**src/rtl/wb_flash_rdc.sv**
```systemverilog
// Wishbone read-only bridge to a narrow parallel flash with a one-word read buffer.
// Each 32-bit word is assembled big-endian from N = 32/FLASH_DW flash beats.
module wb_flash_rdc #(
    parameter int FLASH_DW = 8,
    parameter int FLASH_AW = 22,
    parameter int WAIT_CYC = 3
) (
    input  logic                wb_clk_i,
    input  logic                wb_rst_i,
    input  logic                wb_cyc_i,
    input  logic                wb_stb_i,
    input  logic                wb_we_i,
    input  logic [31:0]         wb_adr_i,
    input  logic [31:0]         wb_dat_i,
    input  logic [3:0]          wb_sel_i,
    output logic [31:0]         wb_dat_o,
    output logic                wb_ack_o,
    output logic                wb_err_o,
    input  logic                inval_i,
    output logic [FLASH_AW-1:0] flash_adr_o,
    input  logic [FLASH_DW-1:0] flash_dat_i,
    output logic                flash_rst,
    output logic                flash_ce,
    output logic                flash_oe,
    output logic                flash_we
);

    localparam int         N         = 32 / FLASH_DW;
    localparam int         LOG2N     = (N == 4) ? 2 : 1;
    localparam logic [3:0] CNT_LAST  = 4'(WAIT_CYC - 1);
    localparam logic [1:0] BEAT_LAST = 2'(N - 1);

    typedef enum logic [1:0] {IDLE, READ, ACK, ERR} state_t;

    state_t      r_state;
    state_t      w_next;
    logic [29:0] r_word;
    logic [1:0]  r_beat;
    logic [3:0]  r_cnt;
    logic        r_valid;
    logic [29:0] r_buf_word;
    logic [31:0] r_buf_data;
    logic [31:0] r_fill;

    logic        w_access;
    logic        w_hit;
    logic        w_start;
    logic        w_sample;
    logic        w_last;
    logic [31:0] w_fill_next;
    logic [31:0] w_start_lin;
    logic        w_unused;

    assign w_unused = ^{wb_dat_i, wb_sel_i, wb_adr_i[1:0]};

    always_comb begin
        w_access    = wb_cyc_i & wb_stb_i;
        w_hit       = r_valid && (wb_adr_i[31:2] == r_buf_word);
        w_start     = (r_state == IDLE) && w_access && !wb_we_i && !w_hit;
        w_sample    = (r_state == READ) && w_access && (r_cnt == CNT_LAST);
        w_last      = w_sample && (r_beat == BEAT_LAST);
        w_start_lin = {2'b00, wb_adr_i[31:2]} << LOG2N;
        // Beat 0 lands in the most significant lane.
        w_fill_next = r_fill;
        w_fill_next[(N - 1 - int'(r_beat)) * FLASH_DW +: FLASH_DW] = flash_dat_i;

        w_next = r_state;
        case (r_state)
            IDLE: begin
                if (w_access) begin
                    if (wb_we_i)    w_next = ERR;
                    else if (w_hit) w_next = ACK;
                    else            w_next = READ;
                end
            end
            READ: begin
                if (!w_access)   w_next = IDLE;
                else if (w_last) w_next = ACK;
            end
            ACK:     w_next = IDLE;
            ERR:     w_next = IDLE;
            default: w_next = IDLE;
        endcase

        wb_ack_o  = (r_state == ACK);
        wb_err_o  = (r_state == ERR);
        flash_ce  = (r_state != READ);
        flash_oe  = (r_state != READ);
        flash_we  = 1'b1;
        flash_rst = !wb_rst_i;
    end

    always_ff @(posedge wb_clk_i or posedge wb_rst_i) begin
        if (wb_rst_i) begin
            r_state     <= IDLE;
            r_beat      <= 2'd0;
            r_cnt       <= 4'd0;
            r_valid     <= 1'b0;
            flash_adr_o <= '0;
            wb_dat_o    <= 32'd0;
        end else begin
            r_state <= w_next;
            if (r_state == IDLE && w_access && !wb_we_i && w_hit)
                wb_dat_o <= r_buf_data;
            if (w_start) begin
                r_beat      <= 2'd0;
                r_cnt       <= 4'd0;
                flash_adr_o <= w_start_lin[FLASH_AW-1:0];
            end
            if (r_state == READ && w_access) begin
                if (w_sample) begin
                    r_cnt       <= 4'd0;
                    r_beat      <= r_beat + 2'd1;
                    flash_adr_o <= flash_adr_o + FLASH_AW'(1);
                end else begin
                    r_cnt <= r_cnt + 4'd1;
                end
            end
            if (w_last)
                wb_dat_o <= w_fill_next;
            // Invalidate wins over a fill completing on the same edge.
            if (inval_i)
                r_valid <= 1'b0;
            else if (w_last)
                r_valid <= 1'b1;
        end
    end

    always_ff @(posedge wb_clk_i) begin
        if (w_start)
            r_word <= wb_adr_i[31:2];
        if (w_sample)
            r_fill <= w_fill_next;
        if (w_last) begin
            r_buf_data <= w_fill_next;
            r_buf_word <= r_word;
        end
    end

endmodule
```
**config.mk**
```make
export PLATFORM = sky130hd
export DESIGN_NAME = wb_flash_rdc
export DESIGN_NICKNAME = d
export VERILOG_FILES = /design/src/rtl/wb_flash_rdc.sv
export SDC_FILE = /design/constraint.sdc
export NUM_CORES = 1
export LEC_CHECK = 0
export ABC_AREA = 1
export BUFFER_PORTS_ARGS = -buffer_cell sky130_fd_sc_hd__buf_2
export CORE_UTILIZATION = 45
export DETAILED_ROUTE_END_ITERATION = 6
export GPL_ROUTABILITY_DRIVEN = 0
export HOLD_SLACK_MARGIN = 0.1
export PLACE_DENSITY = 0.71
export SYNTH_ARGS = -nofsm -noshare
export SYNTH_HDL_FRONTEND = slang
export SYNTH_SLANG_ARGS = --single-unit
export TNS_END_PERCENT = 1
```
**constraint.sdc**
```tcl
create_clock -name wb_clk_i -period 3.25 [get_ports wb_clk_i]
set_input_delay 0.8125 -clock wb_clk_i [delete_from_list [all_inputs] [get_ports wb_clk_i]]
set_output_delay 0.8125 -clock wb_clk_i [all_outputs]
set_load 0.01 [all_outputs]
```
==> metrics.md, run 1 <==
| Metric | Value |
|---|---|
| Terminating pin of the worst hold path | `r_buf_word[18]$_DFFE_PN_` |
| Die Y-Extent | `140 um` |
| CP Capture Type | `flip-flop` |
| Final critical path time including I/O delays and setup | `2.50 ns` |
| Post-synth top area share | `43.4%` |
| CP Cell Sequence | `ha_1, clkinv_1, nor2_4, inv_2, nand2_1, buf_12, nand2_1, nand2_1` |
| Initial standard-cell utilization of the core | `45.9%` |
| Start point of the worst min-delay path | `r_word[18]$_DFFE_PP_` |
| Worst-Margin Slew | `0.649 ns` |
| Library cell contributing the largest single delay on the critical path | `sky130_fd_sc_hd__dfrtp_1` |
| Seq. cell area | `5300 um2` |
| VDD IR-drop max | `0.000370 V` |
| Worst path most repeated cell | `sky130_fd_sc_hd__nand2_1` |
| Clock transition at the register clock pins on the worst setup and hold paths after CTS | `0.07 ns` |
| Wire length of the first global-routing pass | `31700 um` |
| Maxcap violations | `0` |
| Share of cells above drive strength 1 | `14.8%` |
| Area used by multi-input combinational logic | `2620 um2` |
| Sum of negative setup slack | `0 ns` |
| Synthesized area per cell | `9.27 um2` |
| Synthesized flop and latch total | `187` |
| Arrival time at the worst endpoint | `2.88 ns` |
| Final worst-path cycle share | `77.0%` |
| Filler Cells Inserted | `1718` |
| Final routed wire length divided by cell count | `15.1 um` |
| Proportion of synthesized chip area in sequential cells | `61.8%` |
| Worst flop-to-flop path startpoint | `r_beat[0]$_DFF_PP0_` |
| Pwr Density | `589 nW/um2` |
| Post-Route WL | `19100 um` |
| RSZ-0062 raised after global routing | `no` |
| # rows | `50` |
| Top library cells by usage in the layout, fill and taps aside | `sky130_fd_sc_hd__nand2_1 (352), sky130_fd_sc_hd__inv_1 (127), sky130_fd_sc_hd__edfxtp_1 (124), sky130_fd_sc_hd__buf_2 (102), sky130_fd_sc_hd__nand3_1 (80)` |
| Data required, critical path | `3.62 ns` |
| Number of buffers between clock root and the deepest sink | `2` |
| DRC violations left | `0` |
| Reg-to-Reg End | `wb_dat_o[30]$_DFFE_PP0P_` |
| Final-report hold violation count | `0` |
| Leading area contributor after synthesis | `sky130_fd_sc_hd__edfxtp_1` |
| Worst hold margin | `0.415 ns` |
| Clock root buffer master | `sky130_fd_sc_hd__clkbuf_16` |
| Final setup violating endpoints | `0` |
| Quantity of hold-fixing buffers added after cts | `0` |
| Vias per Instance | `5.02` |
| Sum of net half-perimeters after detailed placement | `13000 um` |
| Final Max Slew Viols | `0` |
| Total CTS buffers | `17` |
| Crit path kind | `reg -> reg` |
| Drt first pass iters | `5` |
| Die Outline Area | `19600 um2` |
| DIE WIDTH | `140 um` |
| Worst-case headroom to the max-slew limit | `56.7%` |
| Overall fraction of global-route tracks in use | `21.0%` |
| Clock tree from TritonCTS | `done` |
| Unique masters post-synth | `29` |
| Routed vias | `6380` |
| Worst Reg2Reg Path Length in Cells | `8` |
| Critical Path Max Stage Delay | `0.44 ns` |
| Hold/Removal Path Class | `reg -> reg` |
| Max frequency | `0.400 GHz` |
| Antenna cell count | `0` |
| Antenna violations before repair | `0` |
| Number of global-route vias before repair | `6191` |
| Synth Net Count | `1016` |
| Number of gates resized after cts | `0` |
| Commonest non-fill, non-tap cell in the layout | `sky130_fd_sc_hd__nand2_1` |
| Clock skew after layout | `0.00905 ns` |
| Biggest area contributors in the synthesized netlist | `sky130_fd_sc_hd__edfxtp_1 (43%), sky130_fd_sc_hd__dfrtp_1 (18%), sky130_fd_sc_hd__nand2_1 (15%)` |
| Synthesized cell area | `8580 um2` |
| GRT overflow | `0` |
| Run status | `finished, final reports clean` |
| Minimum setup slack among reg-to-reg paths | `0.75 ns` |
| Buffer count from post-CTS setup fixing | `0` |
| Total number of clock tree sinks | `187` |
| Synthesis warning total | `0` |
| Worst-path fanout max | `24` |
| H-tree depth reported by CTS | `4` |
| Latest clock arrival within the worst-skew pair | `0.43 ns` |
| Static power due to leakage | `4.78 nW` |
| Cell count of the worst hold path | `0` |
| Number of standard cells after synthesis | `926` |
| Placeable core area | `18700 um2` |
| CP Launch Type | `flip-flop` |
| First-iteration detailed-routing DRC count | `435` |
| Buffers on Ports | `102` |
| Post-Place Cells | `1240` |
| Final Instance Count excl. Fillers | `1272` |
| Count of boundary I/O pins | `142` |
| Post-route ant nets | `0` |
| Synth-to-Final Area Change | `15.3%` |
| Final nets | `1115` |
| Pin count of the biggest net entering global routing | `95` |
-- worst max path at each step --
stage                                     to                start  slack [ns]
finish              wb_dat_o[30]$_DFFE_PP0P_  r_beat[0]$_DFF_PP0_        0.75
global route        wb_dat_o[30]$_DFFE_PP0P_  r_beat[0]$_DFF_PP0_        0.62
CTS                 wb_dat_o[30]$_DFFE_PP0P_  r_beat[0]$_DFF_PP0_        0.77
detailed placement       r_word[8]$_DFFE_PP_          wb_adr_i[2]        0.61
global placement         r_word[8]$_DFFE_PP_          wb_adr_i[2]        0.64
floorplan                          flash_rst             wb_rst_i        0.27
-- worst max-delay path, delay by kind of cell (launching register included) --
kind	cells	cell delay (ns)
adder cells (fa/ha/maj)	1	0.43
buffers and inverters	3	0.78
flip-flops	1	0.44
AND/OR/NAND/NOR	4	0.80
-- sequential cells by signal, summed over array words and instances (netlist names) --
name	cells
flash_adr_o	22
r_beat	2
r_buf_data	32
r_buf_word	30
r_cnt	4
r_fill	32
r_state	2
r_valid	1
r_word	30
wb_dat_o	32
-- per-layer routing --
layer | part of all wire [%] | up-vias | global-route usage (%) | wire, um
met1 | 47 | 3034 | 28.5 | 9070
met4 | 1.3 | 0 | 7.17 | 257
met2 | 48 | 137 | 34.2 | 9120
li1 | - | 3192 | - | -
met5 | 0 | - | 0 | 0
met3 | 3.6 | 17 | 3.45 | 692
-- where the power goes --
group / leakage (nW) / internal [mW] / total (mW) / switching, mW
combinational: 2.57 / 0.332 / 0.946 / 0.614
sequential: 1.94 / 2.73 / 2.89 / 0.163
clock: 0.274 / 1.01 / 1.99 / 0.981
total: 4.78 / 4.08 / 5.83 / 1.76
-- layout make-up --
cell class | instances | share of cell area [%]
Sequential cell | 187 | 53.6
Multi-Input combinational cell | 573 | 26.5
Timing Repair Buffer | 114 | 6.32
Inverter | 132 | 5.01
Clock buffer | 17 | 4.30
Tap cell | 234 | 2.96
Clock inverter | 15 | 1.35
-- cells in the mapped netlist, drive strengths merged --
cell type / n
nand2: 352
inv: 131
edfxtp: 124
nand3: 80
dfrtp: 63
nor2: 30
o22ai: 28
buf: 22
o21ai: 15
nor3: 13
clkbuf: 12
xnor2: 12
ha: 8
o32ai: 8
a21oi: 7
nand4: 7
xor2: 5
nand3b: 4
or2: 2
clkinv: 1
conb: 1
nor4: 1
-- kinds of logic (layout without fill, tap and decap cells) --
| kind of cell | Yosys count | in the layout | share of synthesized area, % |
|---|---|---|---|
| AO/OA/AOI/OAI | 58 | 58 | 4.14 |
| AND/OR/NAND/NOR | 489 | 489 | 23.5 |
| XOR/XNOR | 17 | 17 | 1.74 |
| other | 1 | 1 | 0.0437 |
| adder cells (fa/ha/maj) | 8 | 8 | 1.17 |
| buffers and inverters | 166 | 278 | 7.66 |
| flip-flops | 187 | 187 | 61.8 |
-- metrics by stage --
stage / setup slack [ns] / area, um2 / utilization, % / power (mW)
floorplan: 0.266 / 8580 / - / 3.52
global placement: 0.644 / 9340 / 49.9 / 3.85
detailed placement: 0.612 / 9340 / 49.9 / 3.88
CTS: 0.766 / 9900 / 52.9 / 5.88
global route: 0.619 / 9900 / 52.9 / 6.11
finish: 0.748 / 9900 / 52.9 / 5.83
No activity file was read; power rests on OpenSTA's default activity.
==> run 2: changes to the inputs <==
--- a/config.mk
+++ b/config.mk
@@ -11,7 +11,7 @@
 export DETAILED_ROUTE_END_ITERATION = 6
 export GPL_ROUTABILITY_DRIVEN = 0
 export HOLD_SLACK_MARGIN = 0.1
-export PLACE_DENSITY = 0.71
+export PLACE_DENSITY = 0.74
 export SYNTH_ARGS = -nofsm -noshare
 export SYNTH_HDL_FRONTEND = slang
 export SYNTH_SLANG_ARGS = --single-unit
==> constraint.sdc (replaced) <==
create_clock -name wb_clk_i -period 2.25 [get_ports wb_clk_i]
set_input_delay 0.5625 -clock wb_clk_i [delete_from_list [all_inputs] [get_ports wb_clk_i]]
set_output_delay 0.5625 -clock wb_clk_i [all_outputs]
set_load 0.01 [all_outputs]
==> run 2 against run 1 <==
Net effect: critical path depth unchanged; routed wire length down 2.6%; die area unchanged; sequential cell count unchanged; clock skew up 0.0029 ns; global-route usage down 0.65 points; sequential share of layout area down 0.65 points; count of clock-buffer cells in the layout up 3; core utilization up 0.65 points; worst hold slack worse by 0.18 ns; critical endpoint is now wb_dat_o[16]$_DFFE_PP0P_.
==> metrics.md, run 2 (synthesis gave the netlist of run 1 again) <==
| Metric | Value |
|---|---|
| Clock tree from TritonCTS | `done` |
| Biggest registers after layout | `r_buf_data (32), r_fill (32), wb_dat_o (32)` |
| Total power | `8.52 mW` |
| Vias per Instance | `5.00` |
| Share of cells above drive strength 1 | `15.2%` |
| Routed vias | `6392` |
| Antenna cell count | `0` |
| Worst path most repeated cell | `sky130_fd_sc_hd__nand2_1` |
| Buffer count from post-CTS setup fixing | `0` |
| # rows | `50` |
| Overall fraction of global-route tracks in use | `20.3%` |
| Latest clock arrival within the worst-skew pair | `0.43 ns` |
| H-tree depth reported by CTS | `4` |
| Area used by multi-input combinational logic | `2630 um2` |
| CP Launch Type | `flip-flop` |
| RSZ-0062 raised after global routing | `yes` |
| Filler Cells Inserted | `1627` |
| Commonest non-fill, non-tap cell in the layout | `sky130_fd_sc_hd__nand2_1` |
| Post-route ant nets | `0` |
| Final critical path time including I/O delays and setup | `2.09 ns` |
| Critical Path Max Stage Delay | `0.56 ns` |
| Clock skew after layout | `0.0120 ns` |
| Pin count of the biggest net entering global routing | `72` |
| Final Max Slew Viols | `0` |
| DIE WIDTH | `140 um` |
| Clock transition at the register clock pins on the worst setup and hold paths after CTS | `0.07 ns` |
| First-iteration detailed-routing DRC count | `414` |
| Synth-to-Final Area Change | `16.8%` |
| Drt first pass iters | `5` |
| Buffers on Ports | `102` |
| Pwr Density | `851 nW/um2` |
| Run status | `finished, final reports clean` |
| Wire length of the first global-routing pass | `31100 um` |
| Metal2 WL | `8890 um` |
| Arrival time at the worst endpoint | `2.46 ns` |
| Quantity of hold-fixing buffers added after cts | `0` |
| Library cell contributing the largest single delay on the critical path | `sky130_fd_sc_hd__o32ai_1` |
| Sum of net half-perimeters after detailed placement | `12700 um` |
| Final worst-path cycle share | `92.8%` |
| Final nets | `1122` |
| Minimum setup slack among reg-to-reg paths | `0.16 ns` |
| Data required, critical path | `2.62 ns` |
| Clock root buffer master | `sky130_fd_sc_hd__clkbuf_16` |
| Top library cells by usage in the layout, fill and taps aside | `sky130_fd_sc_hd__nand2_1 (352), sky130_fd_sc_hd__inv_1 (127), sky130_fd_sc_hd__edfxtp_1 (124), sky130_fd_sc_hd__buf_2 (102), sky130_fd_sc_hd__nand3_1 (80)` |
| Number of gates resized after cts | `0` |
| Die Outline Area | `19600 um2` |
| Post-Route WL | `18600 um` |
| Worst-Margin Slew | `0.524 ns` |
| Total number of clock tree sinks | `187` |
| Max frequency | `0.479 GHz` |
| DRC violations left | `0` |
| Worst-path fanout max | `8` |
| Total CTS buffers | `17` |
| CP Cell Sequence | `inv_1, ha_1, nand3_1, o32ai_1, nand2_1, nand2_1, nand2_1, nand2_1` |
| Count of boundary I/O pins | `142` |
| Number of global-route vias before repair | `6085` |
| Seq. cell area | `5300 um2` |
| Antenna violations before repair | `0` |
| Hold/Removal Path Class | `in -> async` |
| Maxcap violations | `0` |
| Crit path kind | `reg -> reg` |
| GRT overflow | `0` |
| Die Y-Extent | `140 um` |
| Final Core Density | `53.6%` |
| Initial standard-cell utilization of the core | `45.9%` |
| Uppermost layer routed | `met4` |
| Final setup violating endpoints | `0` |
| Final routed wire length divided by cell count | `14.6 um` |
| Number of buffers between clock root and the deepest sink | `2` |
| CP Capture Type | `flip-flop` |
| Worst-case headroom to the max-slew limit | `65.0%` |
| Placeable core area | `18700 um2` |
| Static power due to leakage | `4.83 nW` |
| Wire length the detailed router placed on met1 | `8480 um` |
| Final-report hold violation count | `0` |
| VDD IR-drop max | `0.000549 V` |
| Routed wl met3 | `954 um` |
==> run 2: changes by cell type in the layout (fill, tap and decap cells not counted), sizes merged <==
cell,previous run,this run
buf,114,121
clkinv,7,8
clkinvlp,1,2
clkbuf,17,20
bufinv,0,2
inv,139,132
==> run 2: path summary, 6_finish.rpt <==
kind / startpoint / endpoint / depth (start not counted)
setup / recovery: r_beat[0]$_DFF_PP0_ / wb_dat_o[16]$_DFFE_PP0P_ / 8
hold / removal: wb_rst_i / wb_dat_o[5]$_DFFE_PP0P_ / 3
setup reg to reg: r_beat[0]$_DFF_PP0_ / wb_dat_o[16]$_DFFE_PP0P_ / 8
hold reg to reg: r_word[11]$_DFFE_PP_ / r_buf_word[11]$_DFFE_PN_ / 0
max in group asynchronous: wb_rst_i / wb_dat_o[3]$_DFFE_PP0P_ / 3
min in group wb_clk_i: inval_i / r_valid$_DFFE_PP0P_ / 2
==> run 2: per-stage QoR <==
stage / worst slack [ns] / TNS, ns / area [um2] / instances / hold WS, ns
2_1_floorplan: -0.204 / -25.88 / 8580 / 926 / 0.400
3_3_place_gp: 0.0519 / 0 / 9430 / 1247 / 0.401
3_5_place_dp: 0.0157 / 0 / 9430 / 1247 / 0.407
4_1_cts: 0.184 / 0 / 10000 / 1279 / 0.264
5_1_grt: -0.0258 / -0.0610 / 10000 / 1279 / 0.269
6_report: 0.163 / 0 / 10000 / 1279 / 0.233
==> run 2: worst max-delay path: cells and delay by family, from the launching register on <==
family / cells / cell delay (ns)
and+or+nand+nor: 5 / 0.57
AOI/OAI and AO/OA: 1 / 0.56
DFF: 1 / 0.44
adders and majority gates: 1 / 0.34
buffers and inverters: 1 / 0.13
==> run 2: metal layers <==
| layer | vias to the layer above | GRT usage [%] |
|---|---|---|
| li1 | 3196 | - |
| met1 | 3002 | 26.6 |
| met2 | 169 | 33.4 |
| met3 | 25 | 4.62 |
| met4 | 0 | 6.71 |
| met5 | - | 0 |
==> run 2: cell type report <==
cell class / instances / area share, %
inverter: 132 / 4.98
clock inverter: 12 / 1.42
clock buffer: 20 / 4.36
multi-input combinational: 573 / 26.3
tap: 234 / 2.92
timing repair buffer: 121 / 7.14
sequential: 187 / 52.9
==> run 2: power by group <==
part | total [mW] | switching (mW) | internal (mW)
sequential | 4.19 | 0.238 | 3.95
combinational | 1.38 | 0.882 | 0.500
clock | 2.95 | 1.30 | 1.65
